[config.mk]
export PLATFORM = sky130hd
export DESIGN_NAME = alu_seq
export DESIGN_NICKNAME = d
export VERILOG_FILES = /design/src/rtl/alu_pkg.sv /design/src/rtl/seq_muldiv.sv /design/src/rtl/alu_seq.sv
export SDC_FILE = /design/constraint.sdc
export NUM_CORES = 1
export LEC_CHECK = 0
export BUFFER_PORTS_ARGS = -buffer_cell sky130_fd_sc_hd__buf_4
export CAP_MARGIN = 40
export CORE_MARGIN = 4
export CORE_UTILIZATION = 44
export CTS_CLUSTER_DIAMETER = 40
export DETAILED_ROUTE_END_ITERATION = 8
export GPL_TIMING_DRIVEN = 0
export PLACE_DENSITY_LB_ADDON = 0.2
export SKIP_LAST_GASP = 1
export SYNTH_ARGS = -nofsm -noshare
export SYNTH_HDL_FRONTEND = slang
export SYNTH_SLANG_ARGS = --single-unit
export TNS_END_PERCENT = 5
[constraint.sdc]
create_clock -name clk -period 3.1 [get_ports clk]
set_clock_uncertainty 0.1 [all_clocks]
set_input_delay 0.62 -clock clk [delete_from_list [all_inputs] [get_ports clk]]
set_output_delay 0.62 -clock clk [all_outputs]
set_load 0.02 [all_outputs]
[src/rtl/alu_pkg.sv]
// Shared constants and types for the sequential ALU.
package alu_pkg;

    localparam logic [1:0] MODE_ARITH = 2'b00;
    localparam logic [1:0] MODE_LOGIC = 2'b01;
    localparam logic [1:0] MODE_SHIFT = 2'b10;

    localparam logic [3:0] OP_ADD = 4'b0001;
    localparam logic [3:0] OP_MUL = 4'b0010;
    localparam logic [3:0] OP_DIV = 4'b0100;
    localparam logic [3:0] OP_SUB = 4'b1000;

    localparam logic [3:0] OP_AND = 4'b0001;
    localparam logic [3:0] OP_OR  = 4'b0010;
    localparam logic [3:0] OP_XOR = 4'b0100;
    localparam logic [3:0] OP_NOT = 4'b1000;

    localparam logic [3:0] OP_SLL = 4'b0001;
    localparam logic [3:0] OP_SRL = 4'b0010;
    localparam logic [3:0] OP_SRA = 4'b0100;
    localparam logic [3:0] OP_ROL = 4'b1000;

    typedef enum logic [1:0] {IDLE, BUSY, DONE} state_e;

endpackage

[src/rtl/seq_muldiv.sv]
// Iterative unsigned shift-add multiplier and restoring divider.
// res is the accumulator after the current step; done marks the last step.
module seq_muldiv #(
    parameter int WIDTH = 16
) (
    input  logic               clk,
    input  logic               rst_n,
    input  logic               start,
    input  logic               div,
    input  logic [WIDTH-1:0]   a,
    input  logic [WIDTH-1:0]   b,
    output logic               done,
    output logic [2*WIDTH-1:0] res
);
    localparam int CW = $clog2(WIDTH);

    logic [2*WIDTH-1:0] acc;
    logic [WIDTH-1:0]   opd;
    logic [CW-1:0]      cnt;
    logic               busy;
    logic               div_q;
    logic [WIDTH:0]     mul_sum;
    logic [WIDTH:0]     rem_sh;
    logic [WIDTH:0]     diff;

    assign mul_sum = {1'b0, acc[2*WIDTH-1:WIDTH]}
                   + (acc[0] ? {1'b0, opd} : '0);
    assign rem_sh  = acc[2*WIDTH-1:WIDTH-1];
    assign diff    = rem_sh - {1'b0, opd};

    always_comb begin
        res = acc;
        if (div_q) begin
            if (diff[WIDTH])
                res = {rem_sh[WIDTH-1:0], acc[WIDTH-2:0], 1'b0};
            else
                res = {diff[WIDTH-1:0], acc[WIDTH-2:0], 1'b1};
        end else begin
            res = {mul_sum, acc[WIDTH-1:1]};
        end
    end

    assign done = busy && (cnt == '0);

    always_ff @(posedge clk or negedge rst_n) begin
        if (!rst_n) begin
            acc   <= '0;
            opd   <= '0;
            cnt   <= '0;
            busy  <= 1'b0;
            div_q <= 1'b0;
        end else if (start) begin
            // multiplier sits in the low half; dividend is shifted out of it
            acc   <= div ? {{WIDTH{1'b0}}, a} : {{WIDTH{1'b0}}, b};
            opd   <= div ? b : a;
            cnt   <= CW'(WIDTH - 1);
            busy  <= 1'b1;
            div_q <= div;
        end else if (busy) begin
            acc <= res;
            if (cnt == '0)
                busy <= 1'b0;
            else
                cnt <= cnt - 1'b1;
        end
    end

endmodule

[src/rtl/alu_seq.sv]
// Multi-cycle ALU: single-cycle arith/logic/shift plus iterative mul/div,
// with registered result and flags held until accepted.
module alu_seq
    import alu_pkg::*;
#(
    parameter  int WIDTH = 16,
    localparam int SHW   = $clog2(WIDTH)
) (
    input  logic               clk,
    input  logic               rst_n,
    input  logic               in_valid,
    output logic               in_ready,
    input  logic [1:0]         alu_mode,
    input  logic [3:0]         opcode,
    input  logic [WIDTH-1:0]   a,
    input  logic [WIDTH-1:0]   b,
    output logic               out_valid,
    input  logic               out_ready,
    output logic [2*WIDTH-1:0] result,
    output logic               c,
    output logic               z,
    output logic               eq,
    output logic               gt,
    output logic               za,
    output logic               zb,
    output logic               dbz,
    output logic               illegal
);
    state_e state_q, state_d;

    logic               accept;
    logic               is_md;
    logic               md_done;
    logic [2*WIDTH-1:0] md_res;
    logic [2*WIDTH-1:0] sc_res;
    logic               sc_c;
    logic               sc_dbz;
    logic               sc_ill;
    logic [WIDTH:0]     sum;
    logic [WIDTH:0]     dif;
    logic [SHW-1:0]     amt;
    logic [2*WIDTH-1:0] rot;

    assign in_ready  = (state_q == IDLE);
    assign out_valid = (state_q == DONE);
    assign accept    = in_valid && in_ready;

    assign sum = {1'b0, a} + {1'b0, b};
    assign dif = {1'b0, a} - {1'b0, b};
    assign amt = b[SHW-1:0];
    assign rot = {a, a} << amt;

    always_comb begin
        sc_res = '0;
        sc_c   = 1'b0;
        sc_dbz = 1'b0;
        sc_ill = 1'b0;
        is_md  = 1'b0;
        case (alu_mode)
            MODE_ARITH: begin
                case (opcode)
                    OP_ADD: begin
                        sc_res[WIDTH-1:0] = sum[WIDTH-1:0];
                        sc_c              = sum[WIDTH];
                    end
                    OP_SUB: begin
                        sc_res[WIDTH-1:0] = dif[WIDTH-1:0];
                        sc_c              = dif[WIDTH];
                    end
                    OP_MUL: is_md = 1'b1;
                    OP_DIV: begin
                        if (b == '0) begin
                            sc_res = {a, {WIDTH{1'b1}}};
                            sc_dbz = 1'b1;
                        end else begin
                            is_md = 1'b1;
                        end
                    end
                    default: sc_ill = 1'b1;
                endcase
            end
            MODE_LOGIC: begin
                case (opcode)
                    OP_AND:  sc_res[WIDTH-1:0] = a & b;
                    OP_OR:   sc_res[WIDTH-1:0] = a | b;
                    OP_XOR:  sc_res[WIDTH-1:0] = a ^ b;
                    OP_NOT:  sc_res[WIDTH-1:0] = ~a;
                    default: sc_ill = 1'b1;
                endcase
            end
            MODE_SHIFT: begin
                case (opcode)
                    OP_SLL:  sc_res[WIDTH-1:0] = a << amt;
                    OP_SRL:  sc_res[WIDTH-1:0] = a >> amt;
                    OP_SRA:  sc_res[WIDTH-1:0] = $signed(a) >>> amt;
                    OP_ROL:  sc_res[WIDTH-1:0] = rot[2*WIDTH-1:WIDTH];
                    default: sc_ill = 1'b1;
                endcase
            end
            default: sc_ill = 1'b1;
        endcase
    end

    seq_muldiv #(.WIDTH(WIDTH)) u_md (
        .clk   (clk),
        .rst_n (rst_n),
        .start (accept && is_md),
        .div   (opcode == OP_DIV),
        .a     (a),
        .b     (b),
        .done  (md_done),
        .res   (md_res)
    );

    always_ff @(posedge clk or negedge rst_n) begin
        if (!rst_n)
            state_q <= IDLE;
        else
            state_q <= state_d;
    end

    always_comb begin
        state_d = state_q;
        case (state_q)
            IDLE:    if (in_valid) state_d = is_md ? BUSY : DONE;
            BUSY:    if (md_done) state_d = DONE;
            DONE:    if (out_ready) state_d = IDLE;
            default: state_d = IDLE;
        endcase
    end

    always_ff @(posedge clk or negedge rst_n) begin
        if (!rst_n) begin
            result  <= '0;
            c       <= 1'b0;
            z       <= 1'b0;
            eq      <= 1'b0;
            gt      <= 1'b0;
            za      <= 1'b0;
            zb      <= 1'b0;
            dbz     <= 1'b0;
            illegal <= 1'b0;
        end else if (accept) begin
            result  <= sc_res;
            z       <= (sc_res == '0);
            c       <= sc_c;
            dbz     <= sc_dbz;
            illegal <= sc_ill;
            eq      <= (a == b);
            gt      <= (a > b);
            za      <= (a == '0);
            zb      <= (b == '0);
        end else if (state_q == BUSY && md_done) begin
            result <= md_res;
            z      <= (md_res == '0);
        end
    end

endmodule

* Word level (Yosys, flattened, before mapping)
Index checks and enable logic that the tools add are counted.
Word-level totals: output and inout bits 42, word-level logic and storage cells 98, register bits 96, input port bits 42
Operators by class: shift operators 4, bitwise operators 4, $lt $le $gt $ge 1, mux-type cells 39, reductions and logical operators 17, equal/unequal tests 13, add/subtract/negate cells 5
Operator list (count):
- $mux W32 | 7
- $pmux W16 S4 | 2
- $pmux W16 S3 | 2
- $mux W16 | 5
- $logic_not A32 Y1 | 2
- $logic_not A16 Y1 | 2
- $shl A32 B4 Y32 | 1
- $add A16 B16 Y17 | 1
- $add A16 B17 Y17 | 1
- $sub A16 B16 Y17 | 1
- $sub A17 B16 Y17 | 1
- $and A16 B16 Y16 | 1
- $eq A16 B16 Y1 | 1
- $gt A16 B16 Y1 | 1
- $not A16 Y16 | 1
- $or A16 B16 Y16 | 1
- $shl A16 B4 Y16 | 1
- $shr A16 B4 Y16 | 1
- $sshr A16 B4 Y16 | 1
- $xor A16 B16 Y16 | 1
- $mux W1 | 13
- $mux W4 | 3
- $mux W2 | 4
- $pmux W2 S3 | 1
- other kinds (18) | 28

* Depth between registers and ports, before layout
Gate-level depths: netlist of run 1.
word-level depth 7, gate-level depth with buffers 14, depth with buffers taken out 14

* Modules after synthesis
Synthesis of run 1 repeated with hierarchy kept, for this count alone.
Unflattened totals: cells, all modules 1417, area total of the unflattened synthesis 11542.3 sq um
By module, submodules not included:
- alu_seq | seq. area each 1051.0 sq um, cells each 868, area each 6769.0 sq um, instances 1
- seq_muldiv | seq. area each 1351.3 sq um, cells each 549, area each 4773.3 sq um, instances 1

* Least setup slack after synthesis of run 1
Ideal clock, no wire load.
path kind in2reg, start in b[1], end reg z, cell stages on the path 13, buffers on the path 2, arrival 3699 ps, setup time 69 ps, setup slack -768 ps, data required time 2931 ps, cells stage by stage buf_2 inv_2 clkbuf_1 ha_1 a211o_1 a31o_1 and4_1 or3_1 a2111oi_0 o31ai_1 nor4_1 nand3_1 nand3_1
On the way: longest elaborated chain between the ends 6, elaborated cells on any way between the ends 19, those cells by class 2 x add/sub; 4 x shift; 8 x mux; 3 x bitwise; 2 x reduce/logical
RTL lines:
- start: declaration | RTL line alu_seq.sv:16 | input logic [WIDTH-1:0] b,
- parallel branches: the longest is 4 deep, another holds $sub A16 B16 Y17
- $logic_not A32 Y1 (*) | RTL line alu_seq.sv:145 | z <= (sc_res == '0);
- $mux W1 (*) | RTL line alu_seq.sv:143 | end else if (accept) begin
- end signal: assignment | RTL line alu_seq.sv:145
- end signal: assignment | RTL line alu_seq.sv:155 | z <= (md_res == '0);
- end: declaration | RTL line alu_seq.sv:21 | output logic z,
Mark *: on every way between the ends. A chain may end at the register's enable or synchronous reset.

* Worst setup path in the final report of run 1
start in opcode[1], end reg z
On the way: longest elaborated chain between the ends 5, elaborated cells on any way between the ends 12, those cells by class 4 x eq/ne; 7 x mux; 1 x reduce/logical
RTL lines:
- start: declaration | RTL line alu_seq.sv:14 | input logic [3:0] opcode,
- $eq A4 B4 Y1 (tied with other cells) | RTL line alu_seq.sv:61, alu_seq.sv:83, alu_seq.sv:92
- $pmux W16 S4 (tied with other cells) | RTL line alu_seq.sv:92 | case (opcode)
- $pmux W16 S3 or $mux W16 (tied branches) | RTL line alu_seq.sv:59 | case (alu_mode)
- $logic_not A32 Y1 (*) | RTL line alu_seq.sv:145
- $mux W1 (*) | RTL line alu_seq.sv:143
Mark *: on every way between the ends. The rest lies on a longest branch, timed or not.

==> results of run 1 <==
state kept, by name, summed over array words and instances (netlist names):
name        count
gt              1
c               1
eq              1
z               1
illegal         1
dbz             1
u_md.div_q      1
zb              1
za              1
u_md.opd       16
u_md.acc       32
result         32
u_md.busy       1
u_md.cnt        4
state_q         2
worst max-delay path by stage:
stage | startpoint | slack, ns | cells past startpoint | to
2_1_floorplan | b[1] | -0.08 | 14 | z$_DFFE_PN0P_
3_3_place_gp | opcode[1] | -1.61 | 12 | z$_DFFE_PN0P_
3_5_place_dp | opcode[0] | -1.47 | 12 | z$_DFFE_PN0P_
4_1_cts | u_md.acc[15]$_DFFE_PN0P_ | -0.70 | 16 | z$_DFFE_PN0P_
5_1_grt | u_md.acc[15]$_DFFE_PN0P_ | -0.77 | 15 | z$_DFFE_PN0P_
6_report | opcode[1] | -0.68 | 12 | z$_DFFE_PN0P_
per-layer routing:
layer	routed length, um	vias up	global-route usage (%)
li1	-	5598	-
met1	19800	6084	44.7
met2	23500	839	57.2
met3	4430	175	4.79
met4	3370	0	18.9
met5	0	-	0
area by class of cell:
type / instances / area share (%)
clock buffer: 9 / 1.69
multi-input combinational: 1156 / 64.0
clock inverter: 7 / 0.865
tap: 330 / 3.10
inverter: 78 / 2.28
sequential: 96 / 18.1
buffer: 106 / 3.91
timing repair buffer: 103 / 6.08
what timing repair did:
| item | 4_1_cts | 5_1_grt |
|---|---|---|
| endpoints found under the setup margin | 53 | 53 |
| gates resized for setup | 36 | 40 |
| hold endpoints to repair | 0 | 0 |
| buffers inserted | 7 | 6 |
| pin swaps | 12 | 17 |
kinds of logic (layout without fill, tap and decap cells):
kind of cell | count (synthesis) | count (layout) | synth area share [%]
xor gates and xnor gates | 32 | 32 | 2.49
DFF | 96 | 96 | 21.3
buffers and inverters | 187 | 303 | 6.52
AOI/OAI and AO/OA | 494 | 494 | 30.1
adders and majority gates | 92 | 92 | 10.5
muxes | 83 | 83 | 9.74
and+or+nand+nor | 455 | 455 | 19.4
worst max-delay path: stages:
cell      delay [ns]
buf_2           0.25
or4b_1          0.30
clkbuf_2        0.42
buf_2           0.42
o22ai_1         0.14
a221oi_1        0.52
o21ai_0         0.15
nor2_1          0.23
nand4_1         0.22
nor4_2          0.39
nand3_1         0.19
nand3_1         0.10
layout by cell type (no fill, tap or decap), drive strengths merged, types with 32 or more instances in the layout:
cell type  Yosys  layout
a21oi         95      95
buf           26     131
clkbuf        83      87
dfrtp         96      96
ha            88      88
inv           76      77
mux2i         51      51
nand2        138     138
nor2         133     133
o211ai        32      32
o21ai        126     126
through the flow:
| stage | power [mW] | cell area, sq um | setup slack (ns) | instances | TNS, ns |
|---|---|---|---|---|---|
| after floorplan | 5.41 | 11400 | -0.0781 | 1439 | -0.149 |
| after global placement | 6.89 | 12500 | -1.61 | 1851 | -41.32 |
| after detailed placement | 6.99 | 12500 | -1.47 | 1859 | -41.30 |
| after CTS | 8.51 | 13100 | -0.702 | 1879 | -12.38 |
| final | 8.98 | 13300 | -0.682 | 1885 | -11.79 |
| after global routing | 9.53 | 13300 | -0.770 | 1885 | -15.38 |
power by group through the flow:
| stage | logic [mW] | clock network (mW) | registers [mW] |
|---|---|---|---|
| 2_1_floorplan | 3.57 | 0 | 1.85 |
| 3_3_place_gp | 4.97 | 0 | 1.92 |
| 3_5_place_dp | 5.06 | 0 | 1.93 |
| 4_1_cts | 5.32 | 1.28 | 1.91 |
| 5_1_grt | 6.24 | 1.33 | 1.95 |
| 6_report | 5.81 | 1.27 | 1.91 |
==> qor.txt, run 1 <==
RUN STATUS
---------------------------------------------------------------------------------
Status ............................................................. finished, violations left
Violated checks .................................................... setup timing

YOSYS
---------------------------------------------------------------------------------
Gate Count Post-Synth ..............................................         1439
Flops & latches, synth .............................................           96
Summed instance area of the synthesized netlist ....................  11300 sq um
Library cell with the highest instance count after synthesis .......      nand2_1
Netlist cell types .................................................           88
Sequential element share of the synthesized area ...................        21.3%
Largest cells by area after synthesis .............................. dfrtp_1, ha_1, o21ai_0
Number of synthesized flops with an enable pin .....................            0
Top flip-flop cell by instance count after synthesis ...............      dfrtp_1
Synth cell count leaders ........................................... nand2_1, nor2_1, o21ai_0
Async set-or-reset flop fraction in the synthesized netlist ........         100%
Net Count, Synth ...................................................         1573
Synth top area share ...............................................        21.3%
Avg Cell Area, Syn .................................................   7.83 sq um
Synthesis warning total ............................................            0
Library cell with the largest summed area after synthesis ..........      dfrtp_1

SETUP PATH
---------------------------------------------------------------------------------
Internal reg-to-reg setup slack ....................................     -0.63 ns
Crit start category ................................................   input port
Worst-path fanout max ..............................................           10
Reg-to-Reg Start ................................................... u_md.acc[15]$_DFFE_PN0P_
Worst reg2reg path depth ...........................................           15
Critical R2R Capture ............................................... z$_DFFE_PN0P_
Type of destination of the critical path ...........................         flop
Crit path DAT ......................................................      3.97 ns
Data required time of the worst path ...............................      3.29 ns
Crit Path Class .................................................... input port to flop

TIMING
---------------------------------------------------------------------------------
Final setup violating endpoints ....................................           52
Final worst slack ..................................................    -0.682 ns
Slew Viols, Final ..................................................            0
Slew margin rel. ...................................................        46.9%
Post-route clock period utilization ................................         122%
Worst hold-check slack .............................................     0.205 ns
Final Hold Vio Count ...............................................            0
Transition time of the tightest slew-check pin .....................     0.789 ns
Max Clock Freq .....................................................      264 MHz
Unrepaired setup endpoints after global routing ....................          yes
Min cycle time layout ..............................................      3.78 ns

FLOORPLAN
---------------------------------------------------------------------------------
Die outline area ...................................................  28200 sq um
Placement row count ................................................           58
Chip height ........................................................       168 um
# IOs ..............................................................           84
Chip width .........................................................       168 um
CORE AREA ..........................................................  25200 sq um
Effective utilization at floorplan .................................        44.7%

CLOCK NETWORK
---------------------------------------------------------------------------------
CTS tree ...........................................................         done
Register clock-pin slew on the reported worst setup and hold paths .      0.08 ns
Clock network latency to the later pin of the worst-skew pair ......      0.35 ns
TritonCTS sink count ...............................................           96
Bufs on Longest Clock Path .........................................            2
CTS H-tree depth ...................................................            3
Cts-stage hold buffer count ........................................            0
Number of CTS-inserted buffers .....................................            9
Root buf cell ......................................................    clkbuf_16

GRT
---------------------------------------------------------------------------------
Number of antenna violations at the first check in global routing ..            0
Vias in the first global route .....................................        12140
Global-route congestion overflow total .............................            0
Global Route Usage Sum .............................................        34.9%
Wire length of the first global-routing pass .......................     76300 um
Largest net degree at the start of global routing ..................           51

FINAL LAYOUT
---------------------------------------------------------------------------------
Seq. cell area .....................................................   2400 sq um
Fill cells .........................................................         2468
Relative area change from synthesis to final layout ................        18.2%
Multi-input gate area in the final layout ..........................   8520 sq um
Final core occ .....................................................        52.9%
Layout cells sized above 1 .........................................        17.6%
Nets ...............................................................         1684
Diode insertion count for antenna repair ...........................            0

PWR
---------------------------------------------------------------------------------
Sw frac ............................................................        49.2%
Peak supply drop ...................................................       541 uV
Proportion of power drawn by flip-flops and latches ................        21.3%
Cell internal pwr ..................................................      4.57 mW
Leakage dissipation ................................................      5.65 nW
Power density of the placed cells ..................................  675 nW/um^2
Fraction of power consumed by combinational cells ..................        64.6%
Portion of total power attributed to the clock network .............        14.1%
Net switching power ................................................      4.42 mW

DRT
---------------------------------------------------------------------------------
Via count ..........................................................        12696
Average vias per placed instance ...................................         6.74
First DRT Iteration DRCs ...........................................         1587
Drc violations .....................................................            0
Remaining antenna violation count after routing ....................            0
Number of iterations in the first detailed-routing pass ............            6
Total wire length ..................................................     51100 um
DR WL/cell .........................................................      27.1 um

MIN PATH
---------------------------------------------------------------------------------
Worst min-delay path class ......................................... input port to asynchronous set/reset pin

PLACED DESIGN
---------------------------------------------------------------------------------
Global placement routability congestion ............................         1.05
Port buffer count ..................................................           82
DPL Wire Length ....................................................     40000 um

JOB
---------------------------------------------------------------------------------
MaxCap Viol Count ..................................................            0

(Power assumes the default switching activity.)
==> inputs of run 2 (changes only) <==
Settings changed: SYNTH_HIERARCHICAL set to 1.
==> run 2 against run 1 <==
Global-route usage fell by 0.63 points. Worst setup slack got worse by 0.29 ns. Largest cell class unchanged. Maximum frequency fell by 7.1%. Critical endpoint unchanged. Register-to-register slack got worse by 0.34 ns. The run still ends with setup timing left. Via count fell by 0.83%.
==> qor.txt, run 2 <==
DRT
---------------------------------------------------------------------------------
Total wire length ..................................................     51300 um   was 51100 um
Via count ..........................................................        12591   was 12696
Average vias per placed instance ...................................         6.61   was 6.74
Drc violations .....................................................            0   unchanged
First DRT Iteration DRCs ...........................................         1444   was 1587
DR WL/cell .........................................................      26.9 um   was 27.1 um
Remaining antenna violation count after routing ....................            0   unchanged
Number of iterations in the first detailed-routing pass ............            8   was 6

CLOCK NETWORK
---------------------------------------------------------------------------------
Number of CTS-inserted buffers .....................................            9   unchanged
Register clock-pin slew on the reported worst setup and hold paths .      0.08 ns   about the same
CTS tree ...........................................................         done   unchanged
Clock network latency to the later pin of the worst-skew pair ......      0.36 ns   was 0.35 ns
TritonCTS sink count ...............................................           96   unchanged
Bufs on Longest Clock Path .........................................            2   unchanged
Root buf cell ......................................................    clkbuf_16   unchanged
CTS H-tree depth ...................................................            3   unchanged

GRT
---------------------------------------------------------------------------------
Global routing met3 resource utilization ...........................        6.55%   was 4.79%
Vias in the first global route .....................................        12077   was 12140
Wire length of the first global-routing pass .......................     76300 um   about the same
Layer carrying the most global-route usage .........................         met2   unchanged
Number of antenna violations at the first check in global routing ..            0   unchanged
Global-route congestion overflow total .............................            0   unchanged
Largest net degree at the start of global routing ..................           50   was 51
Global Route Usage Sum .............................................        34.3%   was 34.9%
Met2 track utilization from global routing .........................        51.9%   was 57.2%
GRT met1 Usage .....................................................        49.5%   was 44.7%

YOSYS
---------------------------------------------------------------------------------
Sequential element share of the synthesized area ...................        20.8%   was 21.3%
Net Count, Synth ...................................................         1550   was 1573
Async set-or-reset flop fraction in the synthesized netlist ........         100%   unchanged
Dominant combinational cell family by area after synthesis ......... compound AO/OA/AOI/OAI gates   unchanged
Largest cells by area after synthesis .............................. dfrtp_1, ha_1, mux2i_1   was dfrtp_1, ha_1, o21ai_0
Summed instance area of the synthesized netlist ....................  11500 sq um   was 11300 sq um
Synth cell count leaders ........................................... nor2_1, nand2_1, dfrtp_1, o21ai_0   was nand2_1, nor2_1, o21ai_0
Top flip-flop cell by instance count after synthesis ...............      dfrtp_1   unchanged
Library cell with the highest instance count after synthesis .......       nor2_1   was nand2_1
Number of synthesized flops with an enable pin .....................            0   unchanged
Synthesis warning total ............................................            6   was 0
Avg Cell Area, Syn .................................................   8.15 sq um   was 7.83 sq um
Area fraction in compound gates after synthesis ....................        26.2%   was 30.1%
Gate Count Post-Synth ..............................................         1417   was 1439
Synth Area in Simple Gates .........................................        18.1%   was 19.4%
Library cell with the largest summed area after synthesis ..........      dfrtp_1   unchanged
Synthesized-area fraction occupied by adder cells ..................        10.1%   was 10.5%
Post-Synth XOR/XNOR Area ...........................................        2.71%   was 2.49%
Flops & latches, synth .............................................           96   unchanged
Netlist cell types .................................................           98   was 88
Share of cell area taken by muxes after synthesis ..................        14.9%   was 9.74%
Synth top area share ...............................................        20.8%   was 21.3%

PLACED DESIGN
---------------------------------------------------------------------------------
Global placement routability congestion ............................         1.02   was 1.05
DPL Wire Length ....................................................     39000 um   was 40000 um
Port buffer count ..................................................           79   was 82
Area after DPL .....................................................  12700 sq um   was 12500 sq um
Cell Count Post-Placement ..........................................         1837   was 1859

FINAL LAYOUT
---------------------------------------------------------------------------------
Layout cells sized above 1 .........................................        24.3%   was 17.6%
Relative area change from synthesis to final layout ................        22.1%   was 18.2%
Final cell area excluding filler cells .............................  14100 sq um   was 13300 sq um
Top library cells by usage in the layout, fill and taps aside ...... buf_4, nor2_1, nand2_1, dfrtp_1, o21ai_0   was nand2_1, nor2_1, o21ai_0, buf_4, dfrtp_1
Most common cell after layout, fill and taps aside .................        buf_4   was nand2_1
Number of standard cells in the layout, taps in and fillers out ....         1904   was 1885
Largest registers in the final layout .............................. result: 32 flops, u_md/acc: 32 flops, u_md/opd: 16 flops   was result: 32 flops, u_md.acc: 32 flops, u_md.opd: 16 flops
Diode insertion count for antenna repair ...........................            0   unchanged
Nets ...............................................................         1697   was 1684

TIMING
---------------------------------------------------------------------------------
Post-route clock period utilization ................................         131%   was 122%
Final worst slack ..................................................    -0.971 ns   was -0.682 ns
Slew Viols, Final ..................................................            0   unchanged
Transition time of the tightest slew-check pin .....................     0.940 ns   was 0.789 ns
Final Hold Vio Count ...............................................            0   unchanged
Slew margin rel. ...................................................        37.4%   was 46.9%
Final setup violating endpoints ....................................           72   was 52
Unrepaired setup endpoints after global routing ....................          yes   unchanged
Min cycle time layout ..............................................      4.07 ns   was 3.78 ns
Max Clock Freq .....................................................      246 MHz   was 264 MHz

SETUP PATH
---------------------------------------------------------------------------------
Worst-path fanout max ..............................................            4   was 10
Worst reg2reg path depth ...........................................           16   was 15
Data required time of the worst path ...............................      3.30 ns   was 3.29 ns
Crit Path Class .................................................... flop to flop   was input port to flop
Type of destination of the critical path ...........................         flop   unchanged
Crit start category ................................................         flop   was input port
Crit path DAT ......................................................      4.27 ns   was 3.97 ns

PWR
---------------------------------------------------------------------------------
Proportion of power drawn by flip-flops and latches ................        19.3%   was 21.3%
Peak supply drop ...................................................       876 uV   was 541 uV
Power density of the placed cells ..................................  754 nW/um^2   was 675 nW/um^2
Leakage dissipation ................................................      6.23 nW   was 5.65 nW
Cell internal pwr ..................................................      5.37 mW   was 4.57 mW
Net switching power ................................................      5.26 mW   was 4.42 mW
Sw frac ............................................................        49.5%   was 49.2%
Fraction of power consumed by combinational cells ..................        69.8%   was 64.6%
Portion of total power attributed to the clock network .............        10.8%   was 14.1%

FLOORPLAN
---------------------------------------------------------------------------------
Placement row count ................................................           59   was 58
Chip width .........................................................       170 um   was 168 um
Effective utilization at floorplan .................................        44.5%   was 44.7%
CORE AREA ..........................................................  25900 sq um   was 25200 sq um
# IOs ..............................................................           84   unchanged
Chip height ........................................................       170 um   was 168 um
Die outline area ...................................................  28900 sq um   was 28200 sq um

RUN STATUS
---------------------------------------------------------------------------------
Status ............................................................. finished, violations left   unchanged
Violated checks .................................................... setup timing   unchanged

MIN PATH
---------------------------------------------------------------------------------
Worst min-delay path class ......................................... input port to asynchronous set/reset pin   unchanged

JOB
---------------------------------------------------------------------------------
MaxCap Viol Count ..................................................            0   unchanged

run 2: cell types whose count changed after synthesis, sizes merged, moves of 15 or more:
cell    delta
o211ai    -22
buf       +16
mux2      +31
clkbuf    -15
nor2      -16
nand2     -20
mux2i     +26
o21ai     -20
run 2: final timing paths:
path	start	to	slack (ns)
setup / recovery	u_md/acc[0]$_DFFE_PN0P_	z$_DFFE_PN0P_	-0.97
hold / removal	rst_n	state_q[1]$_DFFE_PN0P_	0.18
setup reg to reg	u_md/acc[0]$_DFFE_PN0P_	z$_DFFE_PN0P_	-0.97
hold reg to reg	dbz$_DFFE_PN0P_	dbz$_DFFE_PN0P_	0.39
max in group asynchronous	rst_n	result[24]$_DFFE_PN0P_	2.03
min in group clk	dbz$_DFFE_PN0P_	dbz$_DFFE_PN0P_	0.39
run 2: cell families (layout without fill, tap and decap cells):
family	Yosys count	count (layout)
AO/OA/AOI/OAI	440	440
adder cells (fa/ha/maj)	91	91
multiplexers	140	140
AND/OR/NAND/NOR	421	421
buffers and inverters	195	347
XOR/XNOR	34	34
flip-flops	96	96
run 2: routing by layer:
metal  routed length [um]  vias to the layer above  share of wire, %
li1                     -                     5578                 -
met1                22000                     6082                43
met2                21900                      796                43
met3                 5380                      135                11
met5                    0                        -                 0
met4                 2050                        0               4.0
run 2: cell type report:
type / instances / area, sq um
Buffer: 106 / 662
Timing Repair Buffer: 140 / 1120
Inverter: 85 / 323
Tap cell: 335 / 419
Multi-Input combinational cell: 1126 / 8860
Fill cell: 2484 / 11800
Sequential cell: 96 / 2400
Clock buffer: 9 / 225
Clock inverter: 7 / 78.8
run 2: power by group through the flow:
stage	combinational [mW]	sequential (mW)	clock, mW
2_1_floorplan	4.23	1.90	0
3_3_place_gp	5.81	2.03	0
3_5_place_dp	5.90	2.03	0
4_1_cts	6.83	2.02	1.16
5_1_grt	7.93	2.08	1.23
6_report	7.42	2.05	1.15
run 2: critical path, stage by stage (launching register included):
cell and delay, ns:
dfrtp_2 0.46, and2_4 0.16, ha_1 0.29, a211o_1 0.32
a2111o_1 0.47, and4_4 0.21, o41ai_4 0.22, a21boi_1 0.13
or3_1 0.34, a21oi_2 0.19, a31oi_2 0.07, nor4_2 0.28
nand4_1 0.28, nor3_2 0.20, a21oi_1 0.06, nor2_1 0.12
a41o_1 0.11
run 2: repair_timing:
item / in CTS / in global routing
pin swaps: 29 / 25
setup endpoints to repair: 91 / 88
gates cloned: 1 / 0
buffers inserted: 45 / 14
hold buffers: 0 / 0
resized for setup: 96 / 76
run 2: stage by stage:
| step | power [mW] | utilization (%) | setup TNS, ns | setup slack, ns | hold slack [ns] |
|---|---|---|---|---|---|
| after floorplan | 6.13 | - | -9.07 | -0.414 | 0.224 |
| after global placement | 7.84 | 48.8 | -115.38 | -1.71 | 0.365 |
| after detailed placement | 7.94 | 49.0 | -110.62 | -1.59 | 0.373 |
| after CTS | 10.0 | 53.0 | -20.34 | -1.05 | 0.201 |
| after global routing | 11.2 | 54.4 | -24.60 | -1.12 | 0.226 |
| final | 10.6 | 54.4 | -15.06 | -0.971 | 0.176 |
